## src/rtl/cc_uart_tx.sv

```systemverilog
// -----------------------------------------------------------------------------
// cc_uart_tx
//   UART transmitter. Accepts one parallel word per tx_start handshake while
//   idle and serialises it as: start bit (0), DATA_BITS data bits LSB first,
//   optional parity bit, STOP_BITS stop bits (1). Every bit lasts exactly
//   CLKS_PER_BIT = CLK_FREQ / BAUD_RATE clock cycles.
//
// Parameters
//   CLK_FREQ   system clock frequency in Hz
//   BAUD_RATE  serial bit rate (CLK_FREQ / BAUD_RATE must be >= 2)
//   DATA_BITS  data bits per frame, 5..8 (tx_data[DATA_BITS-1:0] is sent)
//   PARITY     0 = none, 1 = even, 2 = odd
//   STOP_BITS  1 or 2
//
// Ports
//   clk       system clock
//   rst       synchronous active-high reset
//   tx_data   word to send, sampled only in the accept cycle
//   tx_start  send request, accepted only while idle
//   tx_out    serial line, idles high (registered)
//   tx_busy   high from the accept edge until the frame-end edge (registered)
//   tx_done   one-cycle pulse at frame end (registered)
// -----------------------------------------------------------------------------
module cc_uart_tx #(
    parameter int CLK_FREQ  = 50_000_000,
    parameter int BAUD_RATE = 115_200,
    parameter int DATA_BITS = 8,
    parameter int PARITY    = 0,
    parameter int STOP_BITS = 1
) (
    input  logic       clk,
    input  logic       rst,
    input  logic [7:0] tx_data,
    input  logic       tx_start,
    output logic       tx_out,
    output logic       tx_busy,
    output logic       tx_done
);

    localparam int CLKS_PER_BIT = CLK_FREQ / BAUD_RATE;
    localparam int CNT_W        = $clog2(CLKS_PER_BIT + 1);

    localparam logic [CNT_W-1:0] BAUD_LAST = CNT_W'(CLKS_PER_BIT - 1);
    localparam logic [2:0]       DATA_LAST = 3'(DATA_BITS - 1);
    localparam logic [2:0]       STOP_LAST = 3'(STOP_BITS - 1);

    typedef enum logic [2:0] {
        ST_IDLE,
        ST_START,
        ST_DATA,
        ST_PARITY,
        ST_STOP
    } state_t;

    state_t           state_reg;
    logic [CNT_W-1:0] baud_cnt_reg;
    logic [2:0]       bit_cnt_reg;
    logic [7:0]       shift_reg;
    logic             parity_reg;
    logic             tx_out_reg;
    logic             tx_busy_reg;
    logic             tx_done_reg;

    // Bits above DATA_BITS are forced to zero so they neither reach the line
    // nor contribute to the parity bit.
    logic [7:0] data_masked;

    genvar gi;
    generate
        for (gi = 0; gi < 8; gi++) begin : g_mask
            assign data_masked[gi] = tx_data[gi] & (gi < DATA_BITS);
        end
    endgenerate

    // Even parity = XOR of the data bits; odd parity is its complement.
    logic parity_next;
    assign parity_next = (^data_masked) ^ (PARITY == 2);

    logic bit_end;
    assign bit_end = (baud_cnt_reg == BAUD_LAST);

    always_ff @(posedge clk) begin
        if (rst) begin
            state_reg    <= ST_IDLE;
            baud_cnt_reg <= '0;
            bit_cnt_reg  <= '0;
            shift_reg    <= '0;
            parity_reg   <= 1'b0;
            tx_out_reg   <= 1'b1;
            tx_busy_reg  <= 1'b0;
            tx_done_reg  <= 1'b0;
        end else begin
            tx_done_reg <= 1'b0;
            case (state_reg)
                ST_IDLE: begin
                    // Start bit goes out directly from the accept edge.
                    if (tx_start) begin
                        shift_reg    <= data_masked;
                        parity_reg   <= parity_next;
                        state_reg    <= ST_START;
                        tx_out_reg   <= 1'b0;
                        tx_busy_reg  <= 1'b1;
                        baud_cnt_reg <= '0;
                        bit_cnt_reg  <= '0;
                    end
                end
                ST_START: begin
                    if (bit_end) begin
                        baud_cnt_reg <= '0;
                        state_reg    <= ST_DATA;
                        tx_out_reg   <= shift_reg[0];
                    end else begin
                        baud_cnt_reg <= baud_cnt_reg + 1'b1;
                    end
                end
                ST_DATA: begin
                    if (bit_end) begin
                        baud_cnt_reg <= '0;
                        if (bit_cnt_reg == DATA_LAST) begin
                            bit_cnt_reg <= '0;
                            if (PARITY != 0) begin
                                state_reg  <= ST_PARITY;
                                tx_out_reg <= parity_reg;
                            end else begin
                                state_reg  <= ST_STOP;
                                tx_out_reg <= 1'b1;
                            end
                        end else begin
                            // Shift register head is the bit on the line;
                            // the next bit is the one just above it.
                            bit_cnt_reg <= bit_cnt_reg + 1'b1;
                            shift_reg   <= shift_reg >> 1;
                            tx_out_reg  <= shift_reg[1];
                        end
                    end else begin
                        baud_cnt_reg <= baud_cnt_reg + 1'b1;
                    end
                end
                ST_PARITY: begin
                    if (bit_end) begin
                        baud_cnt_reg <= '0;
                        state_reg    <= ST_STOP;
                        tx_out_reg   <= 1'b1;
                    end else begin
                        baud_cnt_reg <= baud_cnt_reg + 1'b1;
                    end
                end
                ST_STOP: begin
                    if (bit_end) begin
                        baud_cnt_reg <= '0;
                        if (bit_cnt_reg == STOP_LAST) begin
                            bit_cnt_reg <= '0;
                            state_reg   <= ST_IDLE;
                            tx_busy_reg <= 1'b0;
                            tx_done_reg <= 1'b1;
                        end else begin
                            bit_cnt_reg <= bit_cnt_reg + 1'b1;
                        end
                    end else begin
                        baud_cnt_reg <= baud_cnt_reg + 1'b1;
                    end
                end
                default: begin
                    state_reg   <= ST_IDLE;
                    tx_out_reg  <= 1'b1;
                    tx_busy_reg <= 1'b0;
                end
            endcase
        end
    end

    assign tx_out  = tx_out_reg;
    assign tx_busy = tx_busy_reg;
    assign tx_done = tx_done_reg;

endmodule

```

## config.mk

```make
export PLATFORM = sky130hd
export DESIGN_NAME = cc_uart_tx
export DESIGN_NICKNAME = d
export VERILOG_FILES = /design/src/rtl/cc_uart_tx.sv
export SDC_FILE = /design/constraint.sdc
export NUM_CORES = 1
export LEC_CHECK = 0
export CORE_ASPECT_RATIO = 0.5
export CORE_MARGIN = 4
export CORE_UTILIZATION = 56
export DETAILED_ROUTE_END_ITERATION = 8
export GPL_ROUTABILITY_DRIVEN = 0
export PLACE_DENSITY_LB_ADDON = 0.2
export SYNTH_ARGS = -nofsm -noshare
export SYNTH_HDL_FRONTEND = slang
export SYNTH_SLANG_ARGS = --single-unit
export TNS_END_PERCENT = 100
```

## constraint.sdc

```tcl
create_clock -name clk -period 2 [get_ports clk]
set_input_delay 0.4 -clock clk [delete_from_list [all_inputs] [get_ports clk]]
set_output_delay 0.4 -clock clk [all_outputs]
set_load 0.05 [all_outputs]
```

==> Word-level counts from Yosys, hierarchy flattened <==
Cells that the tools add are included.
Widths: inputs -> output; s select.
{ "word_totals": {"regBits": 26, "wordCells": 72} }
{ "op_classes": {"mux": 32, "add_sub_neg": 2, "eq_ne": 14, "n_reduce_logical": 14, "n_bitwise": 3} }
{ "ops": {"columns": ["cell", "n"], "rows": [
  ["$mux 3", 12],
  ["$mux 8", 3],
  ["$mux 9", 2],
  ["$pmux 9 s2", 1],
  ["$ne 2x2->1 const B", 8],
  ["$pmux 8 s2", 1],
  ["$pmux 3 s5", 1],
  ["$reduce_and 4->1", 3],
  ["$add 9x1->9 const B", 1],
  ["$eq 9x9->1 const B", 1],
  ["$mux 1", 9],
  ["$pmux 3 s3", 1],
  ["$reduce_and 7->1", 1],
  ["$eq 3x2->1 const B", 2],
  ["$eq 3x3->1 const B", 2],
  ["$logic_not 3->1", 2],
  ["$reduce_or 3->1", 2],
  ["$pmux 1 s5", 1],
  ["$reduce_and 5->1", 1],
  ["$reduce_bool 2->1", 2],
  ["$reduce_or 4->1", 1],
  ["$add 3x1->3 const B", 1],
  ["$eq 3x1->1 const B", 1],
  ["$not 1->1", 3],
  ["3 further kinds", 3]
]} }

==> Depth between registers and ports, before layout <==
{ "depth": {"ltp_word": 4, "mapped_depth": 7} }

==> Least setup slack after synthesis <==
No wires, ideal clock.
{ "synth_path": {"kind": "register -> register", "from": "register bit_cnt_reg[0]", "to": "register shift_reg[0]", "path_stages_with_launch": 8, "setup_slack_ps": 384, "synth_period_minus_slack_ps": 1616, "n_path_buf": 1, "setup_ps": 121, "t_arrival_ps": 1495, "path_cell_list": "dfxtp_1 > ha_1 > ha_1 > nor2_1 > nand4_1 > a21o_1 > buf_6 > mux2_4"} }
{ "synth_via": {"elab_chain_cells": 3} }
{ "synth_rtl": {"columns": ["item", "line", "source"], "rows": [
  ["from (decl)", "57", "logic [2:0] bit_cnt_reg;"],
  ["from (signal assigned)", "131", "bit_cnt_reg <= bit_cnt_reg + 1'b1;"],
  ["from (signal assigned)", "157", "bit_cnt_reg <= bit_cnt_reg + 1'b1;"],
  ["$eq 3x3->1", "119", "if (bit_cnt_reg == DATA_LAST) begin"],
  ["$ne 2x2->1 (no source line)", null, null],
  ["$reduce_and 4->1 (no source line)", null, null],
  ["to (signal assigned)", "98", "shift_reg <= data_masked;"],
  ["to (signal assigned)", "132", "shift_reg <= shift_reg >> 1;"],
  ["to (decl)", "58", "logic [7:0] shift_reg;"]
]} }
Every way passes these cells.
A chain may end at the register's enable or synchronous reset.

==> Worst setup path in the final report <==
{ "layout_path": {"from": "register bit_cnt_reg[0]", "to": "register shift_reg[6]"} }
The elaborated chain is that of the path after synthesis.

==> impl_metrics.py <==
metrics = {
    "run": {
        "maxCapViolCount": 0,
    },
    "route": {
        "drc": 0,
        "drtAntennaViolNets": 0,
        "dr.pass1.iters": 4,
        "via_per_inst": 5.58,
        "first_iter_violations": 43,
        "drt-total-wl_mm": 2.90,
        "wl_per_cell_um": 13.2,
        "vias": 1227,
    },
    "floorplanning": {
        "ios": 14,
        "die_area_mm2": 0.00370,
        "die_h_um": 45.1,
        "initial_core_util": 0.592,
        "rows": 13,
        "coreArea_mm2": 0.00260,
        "dieWidth_um": 82.2,
    },
    "clock_tree": {
        "clock_latency_ns": 0.28,
        "h-tree-depth": 1,
        "clk_path_buf_depth": 2,
        "postCtsHoldBufs": 0,
        "cts_setup_buffers": 0,
        "cts_resized": 0,
        "clock_sinks": 26,
        "root_buffer": "clkbuf_8",
        "cts_made_buffers": 3,
        "cts_tree": "yes",
        "path_clk_slew_ns": 0.09,
    },
    "power_and_ir_drop": {
        "power.leakage_uw": 0.000658,
        "combPwrFrac": 0.144,
        "pwr_density_cell_mw_per_mm2": 594,
        "peakVddDrop_mv": 0.393,
        "seqPwrFrac": 0.530,
        "swShare": 0.245,
        "p_clk_frac": 0.327,
        "p_int_uw": 795,
        "p_switching_uw": 257,
    },
    "place": {
        "place_inst": 216,
        "portBuffers": 13,
        "dpl_worst_slack_ns": -0.0123,
        "placed_cell_area_mm2": 0.00172,
        "dp.final_hpwl_mm": 2.14,
    },
    "logic_synthesis": {
        "post_synth.cell_area_avg_um2": 9.11,
        "ys_types": 49,
        "synth_area_leader_cell": "dfxtp_1",
        "synthArstFlopShare": 0,
        "synth.most_common_cell": "dfxtp_1",
        "yosys.area.top_type_share": 0.338,
        "synth_nets": 185,
        "syn_area_mm2": 0.00154,
        "synthCells": 169,
        "synth_common_cells": "dfxtp_1 (26), nor2_1 (22), mux2i_1 (11), nor2b_1 (8)",
        "synth_area_leaders": "dfxtp_1 (34%), mux2i_1 (7.1%), mux2_4 (6.8%), nor2_1 (5.4%), ha_1 (4.1%)",
        "ys_seq_area_frac": 0.338,
        "synth_edf_count": 0,
        "ys_ff_latch": 26,
        "ys.flop_type": "dfxtp_1",
        "yosysWarnings": 0,
    },
    "finish": {
        "n_antenna_cell": 0,
        "stdcell_count": 220,
        "fillerInstances": 225,
        "syn_to_final_growth_pct": 14.9,
        "largest_reg_flops": 9,
        "drive_gt1_frac": 0.142,
        "layout.nets": 200,
        "final_area_mm2": 0.00177,
    },
    "critical_path": {
        "path_common_cell": "ha_1",
        "path_class": "reg -> reg",
        "cp-end-kind": "flop",
        "worst_ep_arrival_time_ns": 2.02,
        "cp_slowest_cell": "dfxtp_1",
        "max_stage_delay_ns": 0.39,
        "critPathMaxFanout": 8,
        "required_ns": 2.18,
        "cp_cell_sequence": "ha_1 -> ha_1 -> nor2_1 -> nand4_1 -> a21o_1 -> mux2_4",
        "rr_worst_depth": 6,
        "cp-start-kind": "flop",
    },
    "sta": {
        "hold_ws_ns": 0.485,
        "tns_ns": 0,
        "worst_pin_slew_ns": 0.518,
        "slew_headroom": 0.654,
        "layout_setup_ws_ns": 0.158,
        "drv_slew": 0,
        "hold_viol_final": 0,
        "period_share": 0.921,
        "finalSetupViolCount": 0,
        "max_freq_mhz": 543,
        "skew_ns": 0.00794,
        "layout_min_cycle_time_ns": 1.84,
        "rsz0062_at_grt": "no",
    },
    "global_route": {
        "grt_pass1_wl_mm": 4.94,
        "gr-usage-all-layers": 0.178,
        "antenna_found_initial": 0,
        "grt_pass1_vias": 1124,
        "grt_max_degree": 17,
        "grt-ovfl-total": 0,
    },
    "min_path": {
        "hold_path.class": "reg -> reg",
        "hold_depth": 2,
    },
    "outcome": {
        "status": "complete, no violations",
    },
}
[metal layers]
| layer | wire (µm) | track usage | vias to the layer above |
|---|---|---|---|
| met4 | 48 | 0.0795 | 0 |
| met3 | 104 | 0.0498 | 4 |
| met2 | 1330 | 0.310 | 14 |
| met5 | 0 | 0 | - |
| li1 | - | - | 631 |
| met1 | 1420 | 0.208 | 578 |
[critical path, delay by kind of cell, from the launching register on]
family,cells,cell delay (ns)
DFF,1,0.39
and+or+nand+nor,2,0.18
adders and majority gates,2,0.43
muxes,1,0.34
AOI/OAI and AO/OA,1,0.39
[cell families (layout without fill, tap and decap cells)]
logic type	count (synthesis)	in the layout	synth area share
AO/OA/AOI/OAI	26	26	0.119
AND/OR/NAND/NOR	73	73	0.281
flip-flops	26	26	0.338
multiplexers	18	18	0.140
buffers and inverters	15	29	0.0471
adder cells (fa/ha/maj)	5	5	0.0406
XOR/XNOR	6	6	0.0341
[cell usage in the layout, fill, tap and decap left out, drive strengths merged, types with 2 or more instances in the layout]
cell type	instances
nor2b	8
nand3	2
a21o	2
o31ai	2
or3b	2
buf	7
ha	5
mux2i	11
clkdlybuf4s50	13
inv	5
clkbuf	4
and4	2
and3	2
nor2	23
nand2b	7
or4b	2
xor2	5
a211oi	2
nand2	5
and2	3
or4	2
o21ai	6
o22ai	2
nand4	6
mux2	7
nor4	2
a21oi	5
dfxtp	26
[power groups by stage]
stage,clock (µW),combinational (µW),sequential [µW]
global route,377,166,562
finish,344,151,558
floorplan,0,99.7,576
detailed placement,0,152,569
global placement,0,150,569
CTS,362,153,557
[worst paths after layout]
kind	end	from	slack (ns)
worst min-delay path	shift_reg[7]$_SDFFE_PP0P_	shift_reg[7]$_SDFFE_PP0P_	0.48
worst max-delay path	shift_reg[6]$_SDFFE_PP0P_	bit_cnt_reg[0]$_SDFFE_PP0P_	0.16
worst min register to register	shift_reg[7]$_SDFFE_PP0P_	shift_reg[7]$_SDFFE_PP0P_	0.48
worst max register to register	shift_reg[6]$_SDFFE_PP0P_	bit_cnt_reg[0]$_SDFFE_PP0P_	0.16
[final cells by class]
class / instances / area [µm²] / area share
Sequential cell: 26 / 520 / 0.294
Timing Repair Buffer: 20 / 183 / 0.103
Inverter: 5 / 18.8 / 0.0106
Clock buffer: 4 / 55.1 / 0.0311
Multi-Input combinational cell: 128 / 947 / 0.535
Tap cell: 37 / 46.3 / 0.0261
[per-stage QoR]
| stage | utilization | total power, µW |
|---|---|---|
| final | 0.680 | 1050 |
| after global routing | 0.680 | 1110 |
| after CTS | 0.680 | 1070 |
| after detailed placement | 0.659 | 721 |
| after global placement | 0.659 | 719 |
| after floorplan | - | 676 |
No activity file was read; power rests on OpenSTA's default activity.
==> variant 1 (same flow settings) <==
The parameter `CLK_FREQ` goes from 50_000_000 to 100_000_000.
--- a/src/rtl/cc_uart_tx.sv
+++ b/src/rtl/cc_uart_tx.sv
@@ -22,7 +22,7 @@
 //   tx_done   one-cycle pulse at frame end (registered)
 // -----------------------------------------------------------------------------
 module cc_uart_tx #(
-    parameter int CLK_FREQ  = 50_000_000,
+    parameter int CLK_FREQ  = 100_000_000,
     parameter int BAUD_RATE = 115_200,
     parameter int DATA_BITS = 8,
     parameter int PARITY    = 0,
Formal check against the unedited RTL: no difference found for any inputs over 10 cycles, from zero or initial values and one cycle with rst high; that may be too few to reach the edited logic, so the function may still have changed.
==> variant 1 against the original RTL <==
  * Power is essentially flat
  * Routed wire length grew 6.3%
  * Die area shrank 2.7%
  * Area after synthesis shrank 3.1%
  * Setup slack lost 0.036 ns
  * Clock power shrank 8.7%
  * Design area shrank 1.1%
  * Sequential cell count grew 1
  * Critical path depth shrank 5
  * Fmax shrank 1.9%
  * Clock skew shrank 0.0065 ns
  * Sequential power grew 3.8%
  * Sequential share of layout area grew 1.5 points
  * Critical endpoint is now tx_busy
  * Largest cell class unchanged
  * Highest routed layer unchanged
==> variant 1: results <==
setup_path:
  r2r_cells: 7
  worstPathMaxFanout: 3
  timing.critical_path.max_delay_family: "buffers and inverters"
  rrSetupSlack_ns: 0.13
  critPathSlowestCell: "clkdlybuf4s50_1"
  cp_slowest_stage_delay_ns: 0.82
  crit_arrival_ns: 1.48
finish:
  n_sequential_cell: 27
  ff_latch_area_um2: 541
  largest_register_ffs: 10
  nNonClkInverters: 10
  clock_cell_area_share_pct: 2.64
  nonClkBufAreaFrac_pct: 12.0
  multi_input_area_share_pct: 49.9
  buffers: 22
  multi_input_comb_cells: 121
  nClkBuffers: 3
  n_fill_cell: 191
  drive_gt1_share_pct: 11.4
synth:
  synth.area.mux_share_pct: 3.44
  ys_warn_count: 0
  synth_xor_xnor_area_share_pct: 3.52
  ys_types: 50
  synth_compound_area_share_pct: 20.4
  syn_nets: 182
  ys_top_cells_by_count: "27 x dfxtp_1, 11 x nor2_1, 9 x a21oi_1, 9 x inv_1, 8 x nor2b_1"
  synthTopCellsByArea: "dfxtp_1 36%, a221oi_1 4.1%, a311oi_1 4.1%"
  synthAdderAreaFrac_pct: 3.35
  synth_largest_area_cell: "dfxtp_1"
  ys_seq_area_share_pct: 36.2
power:
  p_sw_mw: 0.273
  worst_ir_drop_vdd_mv: 0.468
  p_seq_mw: 0.579
  p_leak_nw: 0.629
  pg_clk_mw: 0.314
  p_clk_share_pct: 29.8
clock_tree:
  htreeDepth: 1
  clkLatencyLatePin_ns: 0.27
route:
  wirelength_mm: 3.08
  routed-wl-met2_mm: 1.47
  drt-vias-per-instance: 5.97
  drt_iter0_drc: 86
  firstDrtPassIters: 4
  met1_length_mm: 1.43
sta:
  tightest_slew_ns: 0.494
  clock_skew_ns: 0.00146
  period_minus_slack_ns: 1.88
grt:
  grt_util_met1_pct: 22.2
  gr-usage-all-layers_pct: 17.9
  grt_start_max_net_pins: 22
  grt_pass1_wl_mm: 5.03
  globalRouteMet2Util_pct: 31.3
  use_met3_pct: 5.89
outcome:
  status: "completed"
place:
  place_hpwl_mm: 2.21
  pre_cts_slack_ns: 0.00210
min_path:
  worstHoldPathType: "flip-flop to flip-flop"
variant 1: cell count changes after synthesis, sizes merged, moves of 2 or more:
cell,unedited run,this run
nand3,2,6
nand4,6,4
a221oi,0,7
nand2,5,7
inv,5,10
clkbuf,4,2
mux2,7,1
a311oi,1,7
nor2,23,12
mux2i,11,4
a21o,2,0
a21oi,5,9
variant 1: path summary, 6_finish.rpt:
check,from,endpoint
min reg2reg,shift_reg[2],shift_reg[2]
max reg2reg,bit_cnt_reg[0],tx_out
min,shift_reg[2],shift_reg[2]
max,tx_busy,tx_busy
variant 1: stage by stage:
| stage | area (um^2) | std cells | hold slack [ns] |
|---|---|---|---|
| floorplan | 1490 | 167 | 0.448 |
| global placement | 1700 | 215 | 0.452 |
| detailed placement | 1700 | 215 | 0.454 |
| CTS | 1750 | 219 | 0.471 |
| global route | 1750 | 219 | 0.497 |
| finish | 1750 | 219 | 0.471 |
variant 1: what timing repair did:
item	4_1_cts	5_1_grt
hold buffers	0	0
resized for setup	0	2
endpoints found under the setup margin	0	1
==> variant 2 (same flow settings) <==
Made on the original files. Make the reset (`rst`) asynchronous in one clocked block. Comments in the files are not updated.
--- a/src/rtl/cc_uart_tx.sv
+++ b/src/rtl/cc_uart_tx.sv
@@ -79,7 +79,7 @@
     logic bit_end;
     assign bit_end = (baud_cnt_reg == BAUD_LAST);
 
-    always_ff @(posedge clk) begin
+    always_ff @(posedge clk or posedge rst) begin
         if (rst) begin
             state_reg    <= ST_IDLE;
             baud_cnt_reg <= '0;
Formal check against the unedited RTL: differs if rst is asserted again (counterexample within 4 cycles, from zero or initial values and one cycle with rst high); with rst held inactive, the same outputs for 10 cycles.
==> variant 2 against the original RTL <==
  * Area after synthesis rose by 1.7%
  * Sequential cell count did not move
  * Core utilization rose by 3.9 points
  * Design area rose by 7.1%
  * Routed wire length rose by 8.9%
  * Setup slack got worse by 0.087 ns
  * Worst hold slack got worse by 0.022 ns
Power is not compared: it rests on default switching activity, and its combinational part moved more than twofold at a synthesized area within 25%.
==> variant 2: results <==
outcome:
  status: "completed"
synth:
  ys_top_cells_by_count: "25 x dfrtp_1, 14 x nor2_1, 9 x xnor2_1, 8 x nand2_1"
  syn_nets: 162
  synthTopCellsByArea: "dfrtp_1 40%, mux2_4 6.7%, xnor2_1 5.0%"
  ys_warn_count: 0
  ys_seq_area_share_pct: 41.6
  ys_types: 47
  async_flop_share_pct: 100
  synth_flop_cell: "dfrtp_1"
place:
  port_buffers: 13
  dpl_cell_area_um2: 1820
  place_hpwl_mm: 2.28
finish:
  antenna_cells: 0
  drive_gt1_share_pct: 23.8
  n_fill_cell: 207
  nNetsFinal: 189
  largest_register_ffs: 9
grt:
  first_global_vias: 1154
  grt_start_max_net_pins: 18
  antenna_found_initial: 0
  gr-usage-all-layers_pct: 19.4
  grt_pass1_wl_mm: 5.40
sta:
  holdWs_ns: 0.463
  clock_skew_ns: 0.00567
  slew_headroom_pct: 62.2
setup_path:
  critPathSlowestCell: "or4b_4"
  worstPathMaxFanout: 8
  setup.worst_path.start: "baud_cnt_reg[1]"
  r2r_start: "baud_cnt_reg[1]"
  crit_end: "shift_reg[1]"
  timing.critical_path.max_delay_family: "simple AND/OR/NAND/NOR gates"
  cp_slowest_stage_delay_ns: 0.54
  crit_arrival_ns: 2.09
  rrSetupSlack_ns: 0.07
clock_tree:
  cts_buffers: 3
  clockBufferDepth: 2
  cts_root_buffer: "clkbuf_8"
  clkLatencyLatePin_ns: 0.27
  htreeDepth: 1
  path_clk_slew_ns: 0.09
route:
  drt_iter0_drc: 61
  routedWlPerCell_um: 15.1
  firstDrtPassIters: 4
  drt-vias-per-instance: 5.65
power:
  worst_ir_drop_vdd_mv: 0.602
min_path:
  worstHoldPathType: "input pin to async pin"
==> variant 2: through the flow <==
step	total power [mW]	instances	setup WS [ns]
floorplan	1.01	146	0.121
global placement	1.16	204	0.0717
detailed placement	1.18	204	0.0337
CTS	1.53	208	0.0234
global route	1.63	209	-0.0216
finish	1.52	209	0.0714
==> variant 2: repair_timing <==
| item | in CTS | in global routing |
|---|---|---|
| gates resized for setup | 0 | 2 |
| setup endpoints to repair | 0 | 8 |
| setup buffers | 0 | 1 |
| hold endpoints to repair | 0 | 0 |
==> variant 2: final cells by class <==
| type | instances | area, um^2 | share of cell area [%] |
|---|---|---|---|
| sequential | 26 | 652 | 34.4 |
| tap | 37 | 46.3 | 2.44 |
| timing repair buffer | 27 | 233 | 12.3 |
| inverter | 7 | 26.3 | 1.39 |
| clock buffer | 4 | 55.1 | 2.90 |
| multi-input combinational | 108 | 883 | 46.6 |
==> variant 2: power breakdown <==
group          leakage, nW  switching, mW  total (mW)  internal, mW
sequential           0.324         0.0829       0.713         0.630
combinational        0.490          0.207       0.468         0.261
clock               0.0288          0.165       0.341         0.176
total                0.843          0.455        1.52          1.07
==> variant 2: kinds of logic after synthesis <==
kind of cell | synth area share (%)
simple gates | 22.7
compound gates | 9.99
mux | 13.8
buf+inv | 2.88
fa+ha+maj | 3.99
xor+xnor | 5.03
flops | 41.6
==> variant 2: worst min-delay path: stages <==
cell and delay [ns]:
clkdlybuf4s50_1 0.40, inv_1 0.09, buf_4 0.19
==> variant 2: routing by layer <==
| layer | global-route usage [%] | wire, um |
|---|---|---|
| met3 | 5.34 | 152 |
| met2 | 34.1 | 1490 |
| met1 | 24.5 | 1490 |
| met5 | 0 | 0 |
| met4 | 3.91 | 21 |
